**src/rtl/hsv_pkg.sv**
```systemverilog
// rtl/hsv_pkg.sv - shared constants, channel order codes and sector selection for the HSV converter
package hsv_pkg;

    localparam int HUE_RANGE = 360;
    localparam int SECTOR    = 60;

    localparam int ORD_RGB = 0;
    localparam int ORD_GRB = 1;
    localparam int ORD_BRG = 2;

    // Which intermediate value drives a colour channel.
    typedef enum logic [1:0] {
        SEL_V = 2'd0,
        SEL_P = 2'd1,
        SEL_Q = 2'd2,
        SEL_T = 2'd3
    } chan_sel_e;

    typedef struct packed {
        chan_sel_e r;
        chan_sel_e g;
        chan_sel_e b;
    } sector_sel_t;

    // Hue sector (0..5) to the value feeding each of R, G and B.
    function automatic sector_sel_t sector_sel(input logic [2:0] hi);
        sector_sel_t s;
        case (hi)
            3'd0:    s = '{r: SEL_V, g: SEL_T, b: SEL_P};
            3'd1:    s = '{r: SEL_Q, g: SEL_V, b: SEL_P};
            3'd2:    s = '{r: SEL_P, g: SEL_V, b: SEL_T};
            3'd3:    s = '{r: SEL_P, g: SEL_Q, b: SEL_V};
            3'd4:    s = '{r: SEL_T, g: SEL_P, b: SEL_V};
            default: s = '{r: SEL_V, g: SEL_P, b: SEL_Q};
        endcase
        return s;
    endfunction

    // ceil(2^shift / 60): with shift = input width + 6 the error term
    // (at most 59) times any input stays below 2^shift, so the
    // multiply-and-shift quotient equals floor(x/60) exactly.
    function automatic logic [63:0] div60_recip(input int unsigned shift);
        return ((64'd1 << shift) + 64'(SECTOR - 1)) / 64'(SECTOR);
    endfunction

endpackage

```
**src/rtl/hsv_div60.sv**
```systemverilog
// rtl/hsv_div60.sv - one-stage exact floor(x/60) by reciprocal multiply, stalls with the parent pipeline
module hsv_div60
    import hsv_pkg::*;
#(
    parameter int CW = 8
) (
    input  logic            clk_i,
    input  logic            rst_i,
    input  logic            adv_i,
    input  logic [CW+5:0]   x_i,
    output logic [CW-1:0]   q_o
);

    // x <= (2^CW-1)*59 < 2^(CW+6); reciprocal fits in SH-5 bits.
    localparam int XW = CW + 6;
    localparam int SH = XW + 6;
    localparam int MW = SH - 5;
    localparam logic [63:0]   RECIP_FULL = div60_recip(SH);
    localparam logic [MW-1:0] RECIP      = RECIP_FULL[MW-1:0];

    logic [XW+MW-1:0] prod;
    logic [CW-1:0]    q_d;
    logic [CW-1:0]    q_q;
    logic             div_unused;

    assign prod       = {{MW{1'b0}}, x_i} * {{XW{1'b0}}, RECIP};
    assign q_d        = prod[SH +: CW];
    assign div_unused = ^{prod[SH-1:0], prod[XW+MW-1:SH+CW]};

    // Quotient register, frozen together with the rest of the pipeline.
    always_ff @(posedge clk_i) begin
        if (rst_i) begin
            q_q <= '0;
        end else if (adv_i) begin
            q_q <= q_d;
        end
    end

    assign q_o = q_q;

endmodule

```
**src/rtl/hsv2rgb_stream.sv**
```systemverilog
// rtl/hsv2rgb_stream.sv - six-stage HSV to RGB converter with valid/ready stall and tag sideband
module hsv2rgb_stream
    import hsv_pkg::*;
#(
    parameter int CW    = 8,
    parameter int TAG_W = 8,
    parameter int ORDER = 0
) (
    input  logic             sys_clk,
    input  logic             rst,
    input  logic             hsv_valid,
    output logic             hsv_ready,
    input  logic [8:0]       Hue,
    input  logic [CW-1:0]    Saturation,
    input  logic [CW-1:0]    Value,
    input  logic [TAG_W-1:0] tag_in,
    output logic             rgb_valid,
    input  logic             rgb_ready,
    output logic [CW-1:0]    c0,
    output logic [CW-1:0]    c1,
    output logic [CW-1:0]    c2,
    output logic [TAG_W-1:0] tag_out
);

    // Stage valid bits: bit 0 is S1, bit 5 is the output stage.
    logic [5:0] vld_q;
    logic       adv;

    // S1: folded hue and raw S/V.
    logic [8:0]       h1_d, h1_q;
    logic [CW-1:0]    s1_q, v1_q;
    logic [TAG_W-1:0] tag1_q;
    // S2: sector, offset and V*S.
    logic [2:0]       hi2_d, hi2_q;
    logic [5:0]       f2_d, f2_q;
    logic [8:0]       base2, rem2;
    logic [2*CW-1:0]  vs_prod;
    logic [CW-1:0]    vs2_d, vs2_q, v2_q;
    logic [TAG_W-1:0] tag2_q;
    // S3: VS*f numerator.
    logic [CW+5:0]    num3_d, num3_q;
    logic [2:0]       hi3_q;
    logic [CW-1:0]    vs3_q, v3_q;
    logic [TAG_W-1:0] tag3_q;
    // S4: VSF from the divider, the rest carried alongside.
    logic [CW-1:0]    vsf4_q;
    logic [2:0]       hi4_q;
    logic [CW-1:0]    vs4_q, v4_q;
    logic [TAG_W-1:0] tag4_q;
    // S5: p, q, t.
    logic [CW-1:0]    p5_d, q5_d, t5_d;
    logic [CW-1:0]    p5_q, q5_q, t5_q, v5_q;
    logic [2:0]       hi5_q;
    logic [TAG_W-1:0] tag5_q;
    // S6: output channels.
    sector_sel_t      sel6;
    logic [CW-1:0]    r6, g6, b6;
    logic [CW-1:0]    c0_d, c1_d, c2_d;
    logic [CW-1:0]    c0_q, c1_q, c2_q;
    logic [TAG_W-1:0] tag6_q;
    logic             stage_unused;

    function automatic logic [CW-1:0] pick(input chan_sel_e sel, input logic [CW-1:0] v,
                                           input logic [CW-1:0] p, input logic [CW-1:0] q,
                                           input logic [CW-1:0] t);
        case (sel)
            SEL_V:   return v;
            SEL_P:   return p;
            SEL_Q:   return q;
            default: return t;
        endcase
    endfunction

    // The whole pipeline moves as one unless the output pixel is blocked.
    assign adv       = !vld_q[5] || rgb_ready;
    assign hsv_ready = adv;

    assign h1_d = (Hue >= 9'(HUE_RANGE)) ? Hue - 9'(HUE_RANGE) : Hue;

    // S2 combinational: sector by threshold compare, V*S scaled back to CW bits.
    always_comb begin
        hi2_d = 3'd0;
        base2 = 9'd0;
        for (int k = 1; k < 6; k++) begin
            if (h1_q >= 9'(k * SECTOR)) begin
                hi2_d = 3'(k);
                base2 = 9'(k * SECTOR);
            end
        end
        rem2    = h1_q - base2;
        f2_d    = rem2[5:0];
        vs_prod = {{CW{1'b0}}, v1_q} * {{CW{1'b0}}, s1_q};
        vs2_d   = vs_prod[2*CW-1:CW];
    end

    assign num3_d = {6'd0, vs3_q_src()} * {{CW{1'b0}}, f2_q};

    function automatic logic [CW-1:0] vs3_q_src();
        return vs2_q;
    endfunction

    hsv_div60 #(.CW(CW)) u_div60 (
        .clk_i (sys_clk),
        .rst_i (rst),
        .adv_i (adv),
        .x_i   (num3_q),
        .q_o   (vsf4_q)
    );

    assign p5_d = v4_q - vs4_q;
    assign q5_d = v4_q - vsf4_q;
    assign t5_d = v4_q - vs4_q + vsf4_q;

    // S6 combinational: sector routing then the fixed channel order.
    always_comb begin
        sel6 = sector_sel(hi5_q);
        r6   = pick(sel6.r, v5_q, p5_q, q5_q, t5_q);
        g6   = pick(sel6.g, v5_q, p5_q, q5_q, t5_q);
        b6   = pick(sel6.b, v5_q, p5_q, q5_q, t5_q);
        c0_d = r6;
        c1_d = g6;
        c2_d = b6;
        case (ORDER)
            ORD_GRB: begin
                c0_d = g6;
                c1_d = r6;
                c2_d = b6;
            end
            ORD_BRG: begin
                c0_d = b6;
                c1_d = r6;
                c2_d = g6;
            end
            default: begin
                c0_d = r6;
                c1_d = g6;
                c2_d = b6;
            end
        endcase
    end

    assign stage_unused = ^{rem2[8:6], vs_prod[CW-1:0]};

    // Valid bits shift in lockstep with the data; reset drops every in-flight pixel.
    always_ff @(posedge sys_clk) begin
        if (rst) begin
            vld_q <= '0;
        end else if (adv) begin
            vld_q <= {vld_q[4:0], hsv_valid};
        end
    end

    // Data and tag stage registers; bubbles are simply overwritten later.
    always_ff @(posedge sys_clk) begin
        if (rst) begin
            h1_q   <= '0; s1_q  <= '0; v1_q  <= '0; tag1_q <= '0;
            hi2_q  <= '0; f2_q  <= '0; vs2_q <= '0; v2_q   <= '0; tag2_q <= '0;
            num3_q <= '0; hi3_q <= '0; vs3_q <= '0; v3_q   <= '0; tag3_q <= '0;
            hi4_q  <= '0; vs4_q <= '0; v4_q  <= '0; tag4_q <= '0;
            p5_q   <= '0; q5_q  <= '0; t5_q  <= '0; v5_q   <= '0; hi5_q  <= '0; tag5_q <= '0;
            c0_q   <= '0; c1_q  <= '0; c2_q  <= '0; tag6_q <= '0;
        end else if (adv) begin
            h1_q   <= h1_d;   s1_q  <= Saturation; v1_q  <= Value; tag1_q <= tag_in;
            hi2_q  <= hi2_d;  f2_q  <= f2_d;   vs2_q <= vs2_d; v2_q   <= v1_q;  tag2_q <= tag1_q;
            num3_q <= num3_d; hi3_q <= hi2_q;  vs3_q <= vs2_q; v3_q   <= v2_q;  tag3_q <= tag2_q;
            hi4_q  <= hi3_q;  vs4_q <= vs3_q;  v4_q  <= v3_q;  tag4_q <= tag3_q;
            p5_q   <= p5_d;   q5_q  <= q5_d;   t5_q  <= t5_d;  v5_q   <= v4_q;  hi5_q  <= hi4_q; tag5_q <= tag4_q;
            c0_q   <= c0_d;   c1_q  <= c1_d;   c2_q  <= c2_d;  tag6_q <= tag5_q;
        end
    end

    assign rgb_valid = vld_q[5];
    assign c0        = c0_q;
    assign c1        = c1_q;
    assign c2        = c2_q;
    assign tag_out   = tag6_q;

endmodule

```
**config.mk**
```make
export PLATFORM = sky130hd
export DESIGN_NAME = hsv2rgb_stream
export DESIGN_NICKNAME = d
export VERILOG_FILES = /design/src/rtl/hsv_pkg.sv /design/src/rtl/hsv_div60.sv /design/src/rtl/hsv2rgb_stream.sv
export SDC_FILE = /design/constraint.sdc
export NUM_CORES = 1
export LEC_CHECK = 0
export ABC_AREA = 1
export ABC_CLOCK_PERIOD_IN_PS = 12200
export BUFFER_PORTS_ARGS = -buffer_cell sky130_fd_sc_hd__buf_2
export CAP_MARGIN = 20
export CORE_AREA = 4 4 340 175
export DETAILED_ROUTE_END_ITERATION = 12
export DIE_AREA = 0 0 344 179
export GPL_TIMING_DRIVEN = 0
export PLACE_DENSITY = 0.5
export SKIP_CTS_REPAIR_TIMING = 1
export SYNTH_ARGS = -nofsm -noshare
export SYNTH_HDL_FRONTEND = slang
export SYNTH_SLANG_ARGS = --single-unit
```
**constraint.sdc**
```tcl
create_clock -name sys_clk -period 12.2 [get_ports sys_clk]
set_input_delay 1.22 -clock sys_clk [delete_from_list [all_inputs] [get_ports sys_clk]]
set_output_delay 1.22 -clock sys_clk [all_outputs]
set_load 0.005 [all_outputs]
```
## Word-level counts from Yosys, hierarchy flattened

Index checks and enable logic that the tools add are counted.

| cells by class | value |
|---|---|
| muxes and demuxes | 15 |
| add/sub/neg operators | 5 |
| eq/ne operators | 10 |
| multipliers | 3 |
| reductions and logical operators | 6 |
| magnitude comparators | 6 |

Operators by type and width:

| cell | number |
|---|---|
| $pmux W8 S3 | 3 |
| $mux W6 | 5 |
| $pmux W6 S5 | 1 |
| $mul A14 B15 Y28 const B | 1 |
| $ge A9 B8 Y1 const B | 2 |
| $ge A9 B9 Y1 const B | 2 |
| $mul A8 B8 Y16 | 1 |
| $sub A8 B8 Y8 | 2 |
| $mul A8 B6 Y14 | 1 |
| $mux W3 | 4 |
| $ge A9 B6 Y1 const B | 1 |
| $ge A9 B7 Y1 const B | 1 |
| $mux W9 | 1 |
| $sub A9 B9 Y9 const B | 1 |
| $add A8 B8 Y8 | 1 |
| $eq A2 B1 Y1 const B | 3 |
| $eq A2 B2 Y1 const B | 3 |
| $eq A3 B2 Y1 const B | 2 |
| $logic_not A2 Y1 | 3 |
| $sub A6 B6 Y6 | 1 |
| $eq A3 B1 Y1 const B | 1 |
| $eq A3 B3 Y1 const B | 1 |
| $logic_not A3 Y1 | 1 |
| $logic_not A1 Y1 | 1 |
| 2 further kinds | 2 |

| word-level totals | value |
|---|---|
| input port bits | 37 |
| logic and storage cells | 75 |
| register bits after elaboration | 223 |

## Longest topological paths before layout

| logic depth | value |
|---|---|
| depth after elaboration | 7 |
| depth in mapped cells | 22 |
| mapped depth without buffers | 21 |

## Cells and area by module

A second synthesis with hierarchy kept.

| second synthesis, totals | value |
|---|---|
| cells, all modules | 2284 |
| area total of the unflattened synthesis | 16140.5 um^2 |

Modules (own cells, without submodules):

| module | seq. area each (um^2) | cells each | times used | area each (um^2) |
|---|---|---|---|---|
| hsv2rgb_stream | 4304.1 | 1834 | 1 | 13131.3 |
| hsv_div60 | 160.2 | 450 | 1 | 3009.1 |

## Worst setup path before layout

No wires, ideal clock.

| timing path | value |
|---|---|
| kind | reg-to-reg |
| start point | register s1_q[7] |
| end point | register vs2_q[5] |
| setup slack | 8.203 ns |
| library setup time | 0.114 ns |
| period minus slack after synthesis | 3.997 ns |
| data arrival time | 3.883 ns |
| required time | 12.086 ns |
| cell stages (with the launch flop) | 19 |
| cells stage by stage | dfxtp_1 clkbuf_1 nand2_1 fa_1 fa_1 inv_1 fa_1 inv_1 fa_1 inv_1 ha_1 nand2_1 inv_1 a21oi_1 nand2_1 nand2_1 a21oi_1 o21bai_1 inv_1 |

| on the way | value |
|---|---|
| longest elaborated chain between the ends | 1 |

Ends and longest elaborated chain:

| element | RTL line | RTL |
|---|---|---|
| start: declaration | hsv2rgb_stream.sv:31 | `logic [CW-1:0] s1_q, v1_q;` |
| start signal: assignment | hsv2rgb_stream.sv:156 | `h1_q <= '0; s1_q <= '0; v1_q <= '0; tag1_q <= '0;` |
| start signal: assignment | hsv2rgb_stream.sv:163 | `h1_q <= h1_d; s1_q <= Saturation; v1_q <= Value; tag1_q <= tag_in;` |
| $mul A8 B8 Y16 | hsv2rgb_stream.sv:92 | `vs_prod = {{CW{1'b0}}, v1_q} * {{CW{1'b0}}, s1_q};` |
| end signal: assignment | hsv2rgb_stream.sv:157 | `hi2_q <= '0; f2_q <= '0; vs2_q <= '0; v2_q <= '0; tag2_q <= '0;` |
| end signal: assignment | hsv2rgb_stream.sv:164 | `hi2_q <= hi2_d; f2_q <= f2_d; vs2_q <= vs2_d; v2_q <= v1_q; tag2_q <= tag1_q;` |
| end: declaration | hsv2rgb_stream.sv:38 | `logic [CW-1:0] vs2_d, vs2_q, v2_q;` |

Every way passes these cells.
A chain may end at the register's enable or synchronous reset.

## Final worst setup path

| timing path | value |
|---|---|
| start point | register v1_q[3] |
| end point | register vs2_q[5] |

| on the way | value |
|---|---|
| longest elaborated chain between the ends | 1 |

Ends and longest elaborated chain:

| element | RTL line |
|---|---|
| start: declaration | hsv2rgb_stream.sv:31 |
| start signal: assignment | hsv2rgb_stream.sv:156 |
| start signal: assignment | hsv2rgb_stream.sv:163 |
| $mul A8 B8 Y16 | hsv2rgb_stream.sv:92 |

Every way passes these cells.

==> metrics.md <==
| Metric | Value |
|---|---|
| Critical Path RT | `12.63 ns` |
| Synth cell count leaders | `425 x inv_1, 381 x nand2_1, 297 x nor2_1` |
| Synth area leaders | `dfxtp_1 28%, ha_1 13%, fa_1 10%, inv_1 9.9%, nand2_1 8.8%` |
| Floorplan core area | `56600 um2` |
| Non-filler cells, final | `3144` |
| Global-route wire length before repair | `between 80000 and 90000 um` |
| Top cell type's share of synthesized area | `27.6%` |
| Root buf cell | `clkbuf_16` |
| DRT antenna net count | `0` |
| Remaining DRCs | `0` |
| Reg clk slew, reported paths | `0.07 ns` |
| Mapped Avg Cell Area | `roughly 7.1 um2` |
| Post-synth top area cell | `dfxtp_1` |
| Final Util | `between 30% and 40%` |
| Vias in the first global route | `13700` |
| Initial core utilization | `28.6%` |
| Worst-Margin Slew | `0.917 ns` |
| Power Dens Cells | `113 nW/um2` |
| Top-Level Pins | `between 70 and 80` |
| Fin Setup TNS | `0 ns` |
| Number of flops mapped to enable cells by yosys | `0` |
| Rows | `62` |
| CP arrival | `about 5 ns` |
| Crit Path Max Fanout | `10` |
| TritonCTS clock tree | `yes` |
| GRT Overall Usage | `17.3%` |
| Setup CP Type | `flop to flop` |
| Max VDD drop | `0.0936 mV` |
| Vias per Instance | `4.75` |
| Routed via count | `14900` |
| Max Cap Violations | `0` |
| Most flops, register | `num3_q` |
| Fraction of layout cells with a size suffix above 1 | `7.45%` |
| Syn nets | `between 2000 and 3000` |
| WL final | `53100 um` |
| CTS Sinks | `223` |
| Chip width | `roughly 340 um` |
| GP Congestion | `about 0.9` |
| Num CTS Buffers | `22` |
| Final hold violations | `0` |
| Leakage | `0.0103 uW` |
| Regs by FF count | `num3_q (14), h1_q (9)` |
| Final #Nets | `approximately 2600` |
| Dpl hpwl | `around 43000 um` |
| Startpoint Class | `flop` |
| PortBufs | `70` |
| Chip height | `179 um` |
| Routed len/inst | `16.9 um` |
| Pin count of the biggest net entering global routing | `17` |
| Grt ovf | `0` |
| Hold crit path type | `flop to flop` |
| CP endpoint kind | `flop` |
| Fraction of registers with async set/reset | `0%` |
| Ys Warns | `0` |
| Top FF cell, synth | `dfxtp_1` |
| Fillers | `around 6200` |
| Max reg flops | `14` |
| Slew Viols, Final | `0` |
| Area grow syn2layout | `13.3%` |
| RSZ-0062 raised after global routing | `no` |
| Post-Syn Area | `around 16000 um2` |
| Final setup viols | `0` |
| Sequential share of the synthesized area | `approximately 28%` |
| Place WS | `7.64 ns` |
| Post-Synthesis Cells | `2265` |
| First-pass iteration count of the detailed router | `5` |
| Layout Skew | `0.0315 ns` |
| Max H-tree Level | `1` |
| Initial antenna violation count | `1` |
| Post-synthesis register bit count | `223` |
| Worst skew pair latency | `0.55 ns` |
| Worst slew margin | `38.6%` |
| Hold WS | `0.462 ns` |
| Die ar. | `61600 um2` |
| CTS max path bufs | `3` |
| Most common cell in the netlist | `inv_1` |
| Placed cells | `3103` |
| Final period utilization | `a little under two fifths` |
| Outcome | `finished, final reports clean` |
| Count of cell types in the netlist | `45` |
| Peak Freq | `0.218 GHz` |
| Worst setup margin | `7.62 ns` |
| Final worst path period need | `between 4 and 5 ns` |
| 1st-iter DRT viols | `1208` |
-- final cells by class --
| type | instances | area [um2] | area share, % |
|---|---|---|---|
| multi-input cells | 1509 | 9630 | 52.5 |
| flip-flops and latches | 223 | 4460 | 24.4 |
| inverters | 433 | 1630 | 8.87 |
| well taps | 768 | 961 | 5.24 |
| clock buffers | 28 | 614 | 3.35 |
| plain buffers | 100 | 459 | 2.50 |
| repair buffers | 70 | 350 | 1.91 |
| clock inverters | 12 | 224 | 1.22 |
| diodes | 1 | 2.50 | 0.0137 |
-- final timing paths --
check,from,depth (start not counted),to,slack [ns]
min,vld_q[4],2,vld_q[4],0.46
min reg2reg,vld_q[4],2,vld_q[4],0.46
max reg2reg,v1_q[3],18,vs2_q[5],7.62
max,v1_q[3],18,vs2_q[5],7.62
-- cells in the final DEF (no fill, tap or decap), types with 23 or more instances in the layout --
cell,count
a21oi_1,110
o21ai_0,207
dfxtp_1,223
ha_1,164
nand2_1,381
nor2_1,297
nand3_1,95
o211ai_1,25
fa_1,84
clkbuf_16,23
inv_1,425
clkbuf_1,73
buf_2,90
-- report_power, final --
group	switching, uW	internal [uW]	leakage [uW]
sequential	39.2	776	0.00182
clock	326	488	0.000413
combinational	281	153	0.00804
total	647	1420	0.0103
-- metrics by stage --
stage	cell area, um2	power [uW]
2_1_floorplan	16200	1120
3_3_place_gp	17500	1250
3_5_place_dp	17500	1260
4_1_cts	18300	2070
5_1_grt	18300	2180
6_report	18300	2060
-- per-layer routing --
layer | track usage [%] | part of all wire (%)
met1 | 29.5 | 56
met2 | 21.7 | 34
met4 | 1.73 | 0.86
met5 | 0 | 0
met3 | 3.35 | 8.9
-- worst max-delay path, cell delays in order (launching register included) --
cell	delay, ns
dfxtp_1	0.31
clkbuf_1	0.52
nand2_1	0.12
inv_1	0.10
fa_1	0.44
fa_1	0.52
fa_1	0.55
inv_1	0.06
fa_1	0.52
inv_1	0.04
ha_1	0.35
nand2_1	0.19
inv_1	0.06
a21oi_1	0.23
nand2_1	0.11
nand2_1	0.10
a21oi_1	0.07
o21bai_1	0.15
inv_1	0.05
-- kinds of logic (layout without fill, tap and decap cells) --
group                    Yosys count  count (layout)  share of synthesized area, %
AND/OR/NAND/NOR                  836             836                          21.5
buffers and inverters            533             643                          12.9
AO/OA/AOI/OAI                    405             405                          13.8
adder cells (fa/ha/maj)          248             248                          23.1
flip-flops                       223             223                          27.6
XOR/XNOR                          20              20                          1.08
other                              0               1                             0
(Power assumes the default switching activity.)
